--- src/rtl/hazard_info_pipe_pkg.sv ---
// hazard_info_pipe_pkg
//   Shared definitions for the hazard-descriptor pipeline. It holds the
//   default field widths, the Tnew encodings, the all-zero bubble
//   descriptor and the saturating Tnew decrement used between stages.
package hazard_info_pipe_pkg;

   localparam int REG_W  = 5;
   localparam int TNEW_W = 2;

   localparam logic [TNEW_W-1:0] TNEW_0 = 2'd0;
   localparam logic [TNEW_W-1:0] TNEW_1 = 2'd1;
   localparam logic [TNEW_W-1:0] TNEW_2 = 2'd2;
   localparam logic [TNEW_W-1:0] TNEW_3 = 2'd3;

   typedef struct packed {
      logic [REG_W-1:0]  rs;
      logic [REG_W-1:0]  rt;
      logic [REG_W-1:0]  writeReg;
      logic              regWrite;
      logic [TNEW_W-1:0] tnew;
   } hazDesc_t;

   // A bubble writes nothing and is ready at once, so it can never
   // cause a forward or a stall.
   localparam hazDesc_t HAZ_BUBBLE = '0;

   // Tnew counts down by one per stage and stops at 0. Wrapping to 3
   // would show a finished result as not yet produced.
   function automatic logic [TNEW_W-1:0] sat_dec(input logic [TNEW_W-1:0] x);
      return (x == TNEW_0) ? TNEW_0 : x - TNEW_1;
   endfunction

endpackage

--- src/rtl/hazard_info_pipe_stage_reg.sv ---
// hazard_stage_reg
//   One pipeline register for the {WriteReg, RegWrite, Tnew} part of a
//   hazard descriptor.
//   Ports:
//     clk, rst_n            clock, asynchronous active-low reset
//     flush                 load a bubble instead of the input
//     decEn                 store sat_dec(tnewIn) rather than tnewIn
//     writeRegIn/regWriteIn/tnewIn   descriptor from the previous stage
//     writeRegQ/regWriteQ/tnewQ      registered descriptor
module hazard_stage_reg #(
   parameter int REG_W  = 5,
   parameter int TNEW_W = 2
) (
   input  logic              clk,
   input  logic              rst_n,
   input  logic              flush,
   input  logic              decEn,
   input  logic [REG_W-1:0]  writeRegIn,
   input  logic              regWriteIn,
   input  logic [TNEW_W-1:0] tnewIn,
   output logic [REG_W-1:0]  writeRegQ,
   output logic              regWriteQ,
   output logic [TNEW_W-1:0] tnewQ
);
   import hazard_info_pipe_pkg::*;

   logic [TNEW_W-1:0] tnewNext;

   always_comb begin
      tnewNext = tnewIn;
      if (decEn) tnewNext = sat_dec(tnewIn);
   end

   always_ff @(posedge clk or negedge rst_n) begin
      if (!rst_n) begin
         writeRegQ <= HAZ_BUBBLE.writeReg;
         regWriteQ <= HAZ_BUBBLE.regWrite;
         tnewQ     <= HAZ_BUBBLE.tnew;
      end else if (flush) begin
         writeRegQ <= HAZ_BUBBLE.writeReg;
         regWriteQ <= HAZ_BUBBLE.regWrite;
         tnewQ     <= HAZ_BUBBLE.tnew;
      end else begin
         writeRegQ <= writeRegIn;
         regWriteQ <= regWriteIn;
         tnewQ     <= tnewNext;
      end
   end

endmodule

--- src/rtl/hazard_info_pipe.sv ---
// hazard_info_pipe
//   Carries each instruction's hazard descriptor from D through the E, M
//   and W pipeline registers for the hazard unit, and obeys its flushE by
//   loading bubbles into E. Every output comes straight from a flop.
//   Ports:
//     clk, rst_n                 clock, asynchronous active-low reset
//     rsD, rtD, WriteRegD, RegWriteD, TnewD   descriptor decoded in D
//     flushE                     load a bubble into E
//     stallD                     D is stalled (statistics only)
//     rsE, rtE                   source registers of the instruction in E
//     WriteReg*/RegWrite*/Tnew*  destination descriptor in E, M and W
//     stall_cnt, bubble_cnt      statistics counters
//   Configuration:
//     HAZ_STAT_EN  when defined, stall_cnt/bubble_cnt count edges with
//                  stallD/flushE high and a simulation warning flags
//                  stallD without flushE. When undefined both read 0.
module hazard_info_pipe #(
   parameter int REG_W  = 5,
   parameter int TNEW_W = 2,
   parameter int CNT_W  = 32
) (
   input  logic              clk,
   input  logic              rst_n,
   input  logic [REG_W-1:0]  rsD,
   input  logic [REG_W-1:0]  rtD,
   input  logic [REG_W-1:0]  WriteRegD,
   input  logic              RegWriteD,
   input  logic [TNEW_W-1:0] TnewD,
   input  logic              flushE,
   input  logic              stallD,
   output logic [REG_W-1:0]  rsE,
   output logic [REG_W-1:0]  rtE,
   output logic [REG_W-1:0]  WriteRegE,
   output logic [REG_W-1:0]  WriteRegM,
   output logic [REG_W-1:0]  WriteRegW,
   output logic              RegWriteE,
   output logic              RegWriteM,
   output logic              RegWriteW,
   output logic [TNEW_W-1:0] TnewE,
   output logic [TNEW_W-1:0] TnewM,
   output logic [TNEW_W-1:0] TnewW,
   output logic [CNT_W-1:0]  stall_cnt,
   output logic [CNT_W-1:0]  bubble_cnt
);
   import hazard_info_pipe_pkg::*;

   // Writes to $0 are discarded by the register file, so they are
   // stripped here to keep them from ever matching a source register.
   logic              regWriteN;
   logic [REG_W-1:0]  writeRegN;
   logic [TNEW_W-1:0] tnewN;

   always_comb begin
      regWriteN = RegWriteD && (WriteRegD != '0);
      writeRegN = '0;
      tnewN     = '0;
      if (regWriteN) begin
         writeRegN = WriteRegD;
         tnewN     = TnewD;
      end
   end

   // Source registers are needed only in E, so they are kept here
   // rather than in the stage registers.
   always_ff @(posedge clk or negedge rst_n) begin
      if (!rst_n) begin
         rsE <= HAZ_BUBBLE.rs;
         rtE <= HAZ_BUBBLE.rt;
      end else if (flushE) begin
         rsE <= HAZ_BUBBLE.rs;
         rtE <= HAZ_BUBBLE.rt;
      end else begin
         rsE <= rsD;
         rtE <= rtD;
      end
   end

   // E keeps Tnew as decoded. M and W each remove one cycle.
   hazard_stage_reg #(.REG_W(REG_W), .TNEW_W(TNEW_W)) uStageE (
      .clk(clk), .rst_n(rst_n), .flush(flushE), .decEn(1'b0),
      .writeRegIn(writeRegN), .regWriteIn(regWriteN), .tnewIn(tnewN),
      .writeRegQ(WriteRegE), .regWriteQ(RegWriteE), .tnewQ(TnewE)
   );

   hazard_stage_reg #(.REG_W(REG_W), .TNEW_W(TNEW_W)) uStageM (
      .clk(clk), .rst_n(rst_n), .flush(1'b0), .decEn(1'b1),
      .writeRegIn(WriteRegE), .regWriteIn(RegWriteE), .tnewIn(TnewE),
      .writeRegQ(WriteRegM), .regWriteQ(RegWriteM), .tnewQ(TnewM)
   );

   hazard_stage_reg #(.REG_W(REG_W), .TNEW_W(TNEW_W)) uStageW (
      .clk(clk), .rst_n(rst_n), .flush(1'b0), .decEn(1'b1),
      .writeRegIn(WriteRegM), .regWriteIn(RegWriteM), .tnewIn(TnewM),
      .writeRegQ(WriteRegW), .regWriteQ(RegWriteW), .tnewQ(TnewW)
   );

`ifdef HAZ_STAT_EN
   always_ff @(posedge clk or negedge rst_n) begin
      if (!rst_n) begin
         stall_cnt  <= '0;
         bubble_cnt <= '0;
      end else begin
         if (stallD) stall_cnt  <= stall_cnt + 1'b1;
         if (flushE) bubble_cnt <= bubble_cnt + 1'b1;
      end
   end

`ifndef SYNTHESIS
   // A stalled D with an unflushed E duplicates the instruction in E.
   always_ff @(posedge clk) begin
      if (rst_n && stallD && !flushE)
         $warning("hazard_info_pipe: stallD without flushE");
   end
`endif
`else
   // stallD feeds only the statistics, which are not built here.
   logic unusedStallD;
   assign unusedStallD = stallD;
   assign stall_cnt    = '0;
   assign bubble_cnt   = '0;
`endif

endmodule

--- config.mk ---
export PLATFORM = sky130hd
export DESIGN_NAME = hazard_info_pipe
export DESIGN_NICKNAME = d
export VERILOG_FILES = /design/src/rtl/hazard_info_pipe_pkg.sv /design/src/rtl/hazard_info_pipe_stage_reg.sv /design/src/rtl/hazard_info_pipe.sv
export SDC_FILE = /design/constraint.sdc
export NUM_CORES = 1
export LEC_CHECK = 0
export CORE_MARGIN = 1
export CORE_UTILIZATION = 33
export DETAILED_ROUTE_END_ITERATION = 10
export GPL_TIMING_DRIVEN = 0
export PLACE_DENSITY = 0.92
export SLEW_MARGIN = 5
export SYNTH_ARGS = -nofsm -noshare
export SYNTH_HDL_FRONTEND = slang
export SYNTH_SLANG_ARGS = --single-unit
--- constraint.sdc ---
create_clock -name clk -period 0.8 [get_ports clk]
set_input_delay 0.08 -clock clk [delete_from_list [all_inputs] [get_ports clk]]
set_output_delay 0.08 -clock clk [all_outputs]
set_load 0.05 [all_outputs]
==> key figures, run 1 <==
Run status
  – Status: finished with violations
  – Failing checks: negative hold slack, negative setup slack

Setup path
  – Reg-to-reg startpoint: uStageE.tnewQ[1]$_DFF_PN0_
  – Number of cells on the worst reg-to-reg path: 2
  – Critical path type: flip-flop to primary output
  – Critical Path RT: 720 ps
  – Crit path capture type: primary output
  – CP arrival: around 850 ps
  – CP top delay family: flip-flops
  – Crit-path max FO: 2
  – Buf+Inv Stages, Crit Path: 1
  – Worst path slowest cell: dfrtp_2
  – Worst R2R End: uStageM.tnewQ[1]$_DFF_PN0_
  – Worst setup SP type: flip-flop
  – CP max stage delay: approximately 420 ps
  – Register-to-register setup slack: 10 ps
  – Cells along the critical path: buf_8

Die
  – Chip Width: around 70 um
  – DIE AREA: between 0.004 and 0.005 mm2
  – Initial Utilization: 0.344
  – Die height: between 60 and 70 um
  – Row cnt: 24
  – I/O pin cnt: 120
  – Core area: 0.00438 mm2

Global route
  – Total GRT Usage: 0.122
  – Largest net degree at the start of global routing: 35
  – Number of global-route vias before repair: 985
  – Gr ovfl total: 0
  – Antenna violations before repair: 0
  – First-pass GRT wire length: 4.42 mm

Finish
  – Ant diodes: 0
  – Fin nets: 275
  – Filler cell count: 354
  – Proportion of layout cells with a drive suffix above 1: 0.480
  – Post-route cell area: between 0.002 and 0.003 mm2
  – Final Non-Filler Cells: 306
  – Final Core Density: 0.576
  – Area Overhead vs Synth: 67.7%

Power and ir drop
  – Total Power: between 4 and 5 mW
  – Pleak: 1.44 nW
  – Pwr dens: 1820 mW/mm2
  – Worst vdd ir: 0.843 mV

Flow run
  – Max-Cap Viols: 0

STA
  – Setup TNS: -3120 ps
  – Setup slack after layout: -132 ps
  – Final setup viols: 34
  – Hold WS: -146 ps
  – RSZ-0062 raised after global routing: yes
  – Achievable Freq: 1070 MHz
  – Minimum clock period: 932 ps
  – Period utilization: 1.16
  – Final Hold Viols: 34
  – Final max-slew violation count: 0
  – Slew @ Worst Pin: 705 ps
  – Clock Skew: 1.47 ps
  – Slew margin rel.: 0.530

Drt
  – Drt pass-1 iters: 4
  – Via Count: 1045
  – First DRT Iteration DRCs: 30
  – Via-to-Cell Ratio: between 3 and 4
  – DRT antenna net count: 0
  – Routed wire length: 2.82 mm
  – Wirelength per Cell: 9.20 um
  – Remaining DRCs: 0

Synthesis
  – Largest cells by area after synthesis: dfrtp_1, buf_4, nor2b_1
  – Synthesized netlist cell count: 124
  – YS warnings: 0
  – Top-area cell type share of the netlist area: 0.565
  – Mapped Avg Cell Area: around 12 um2
  – Post-synthesis cell area: ~0.0015 mm2
  – Sequential element share of the synthesized area: 0.565
  – Seq cells post-synth: 34
  – Area leader, netlist: dfrtp_1
  – Distinct cell type count after synthesis: 10

Clock network
  – H-tree depth: 2
  – Clock edge transition at the registers on the reported setup and hold paths: 60 ps
  – CTS tree: built
  – Clk_lat worst skew: 270 ps
  – Max clock buf depth: 2
  – Cts bufs inserted: 5
  – Clock sinks: 34
  – Root Buffer: clkbuf_8

Placed design
  – Final Wtd Congestion: 0.641
  – Post-Place Cell Area: 0.00235 mm2
  – Placed Instances: 293
  – Buffers on Ports: 54
  – Dpl ws: -540 ps

Min path
  – Min-delay worst type: input port to asynchronous set/reset pin
## cell families after synthesis
| kind of cell | Yosys count | share of synthesized area |
|---|---|---|
| compound gates | 3 | 0.0199 |
| simple gates | 21 | 0.0914 |
| other cells | 1 | 0.00249 |
| flops | 34 | 0.565 |
| buf+inv | 65 | 0.321 |
## final cells by class
type / instances / area (um2) / area share
well taps: 52 / 65.1 / 0.0258
clock inverters: 1 / 5.00 / 0.00198
flip-flops and latches: 34 / 856 / 0.339
repair buffers: 59 / 613 / 0.243
clock buffers: 7 / 86.3 / 0.0342
multi-input cells: 88 / 415 / 0.164
plain buffers: 65 / 485 / 0.192
## sequential cells by signal (all words and copies together), names as in the netlist
signal             cells
uStageW.regWriteQ      1
uStageE.writeRegQ      5
uStageW.tnewQ          2
uStageM.regWriteQ      1
uStageM.tnewQ          2
rtE                    5
uStageE.regWriteQ      1
uStageM.writeRegQ      5
uStageW.writeRegQ      5
rsE                    5
uStageE.tnewQ          2
## cell usage in the layout (no fill, tap or decap)
master           count
clkinv_2             1
buf_6               32
nor2b_1             12
nor2b_4              1
and2_1               6
clkdlybuf4s50_1     16
clkbuf_1             1
dfrtp_2              4
conb_1              64
buf_2                4
clkdlybuf4s15_1      1
o31a_2               1
clkbuf_8             6
buf_8                2
or3_4                1
dfrtp_1             30
o311a_1              2
and2_2               1
buf_4               69
## power by group
| group | total, mW | switching, mW | internal, mW |
|---|---|---|---|
| combinational | 1.53 | 1.06 | 0.472 |
| sequential | 1.83 | 0.0410 | 1.79 |
| clock | 1.23 | 0.541 | 0.693 |
| total | 4.60 | 1.64 | 2.96 |
## synthesized netlist by cell type
cell      number
dfrtp_1       34
buf_4         64
or3_4          1
o311a_1        2
clkbuf_1       1
and2_1         6
and2_2         1
nor2b_1       13
o31a_2         1
conb_1         1
## routing by layer
metal	GRT usage	wire, um	up-vias
met3	0.0320	226	4
li1	-	-	513
met1	0.0958	800	477
met5	0	0	-
met4	0.0930	64	0
met2	0.243	1720	51
## worst max path at each step
stage	slack [ps]	start	endpoint	cells past startpoint
global route	-150	uStageE.tnewQ[1]$_DFF_PN0_	TnewE[1]	1
detailed placement	-540	WriteRegD[3]	uStageE.tnewQ[0]$_DFF_PN0_	3
global placement	-1010	rst_n	uStageE.tnewQ[1]$_DFF_PN0_	1
finish	-130	uStageE.tnewQ[1]$_DFF_PN0_	TnewE[1]	1
floorplan	-60	WriteRegD[3]	uStageE.tnewQ[0]$_DFF_PN0_	2
CTS	-130	uStageE.tnewQ[0]$_DFF_PN0_	TnewE[0]	1
## what timing repair did
item,4_1_cts,5_1_grt
setup buffers,4,1
endpoints found under the hold margin,34,34
gates resized for setup,253,1
setup endpoints to repair,52,38
pin swaps,2,1
Note: power is estimated with default switching activity, not from simulation.
==> inputs of run 2 (changes only) <==
--- a/config.mk
+++ b/config.mk
@@ -5,6 +5,7 @@
 export SDC_FILE = /design/constraint.sdc
 export NUM_CORES = 1
 export LEC_CHECK = 0
+export CAP_MARGIN = 10
 export CORE_MARGIN = 1
 export CORE_UTILIZATION = 33
 export DETAILED_ROUTE_END_ITERATION = 10
==> results of run 2 <==
Same layout as run 1: the final DEF is identical, and so are final timing and power.
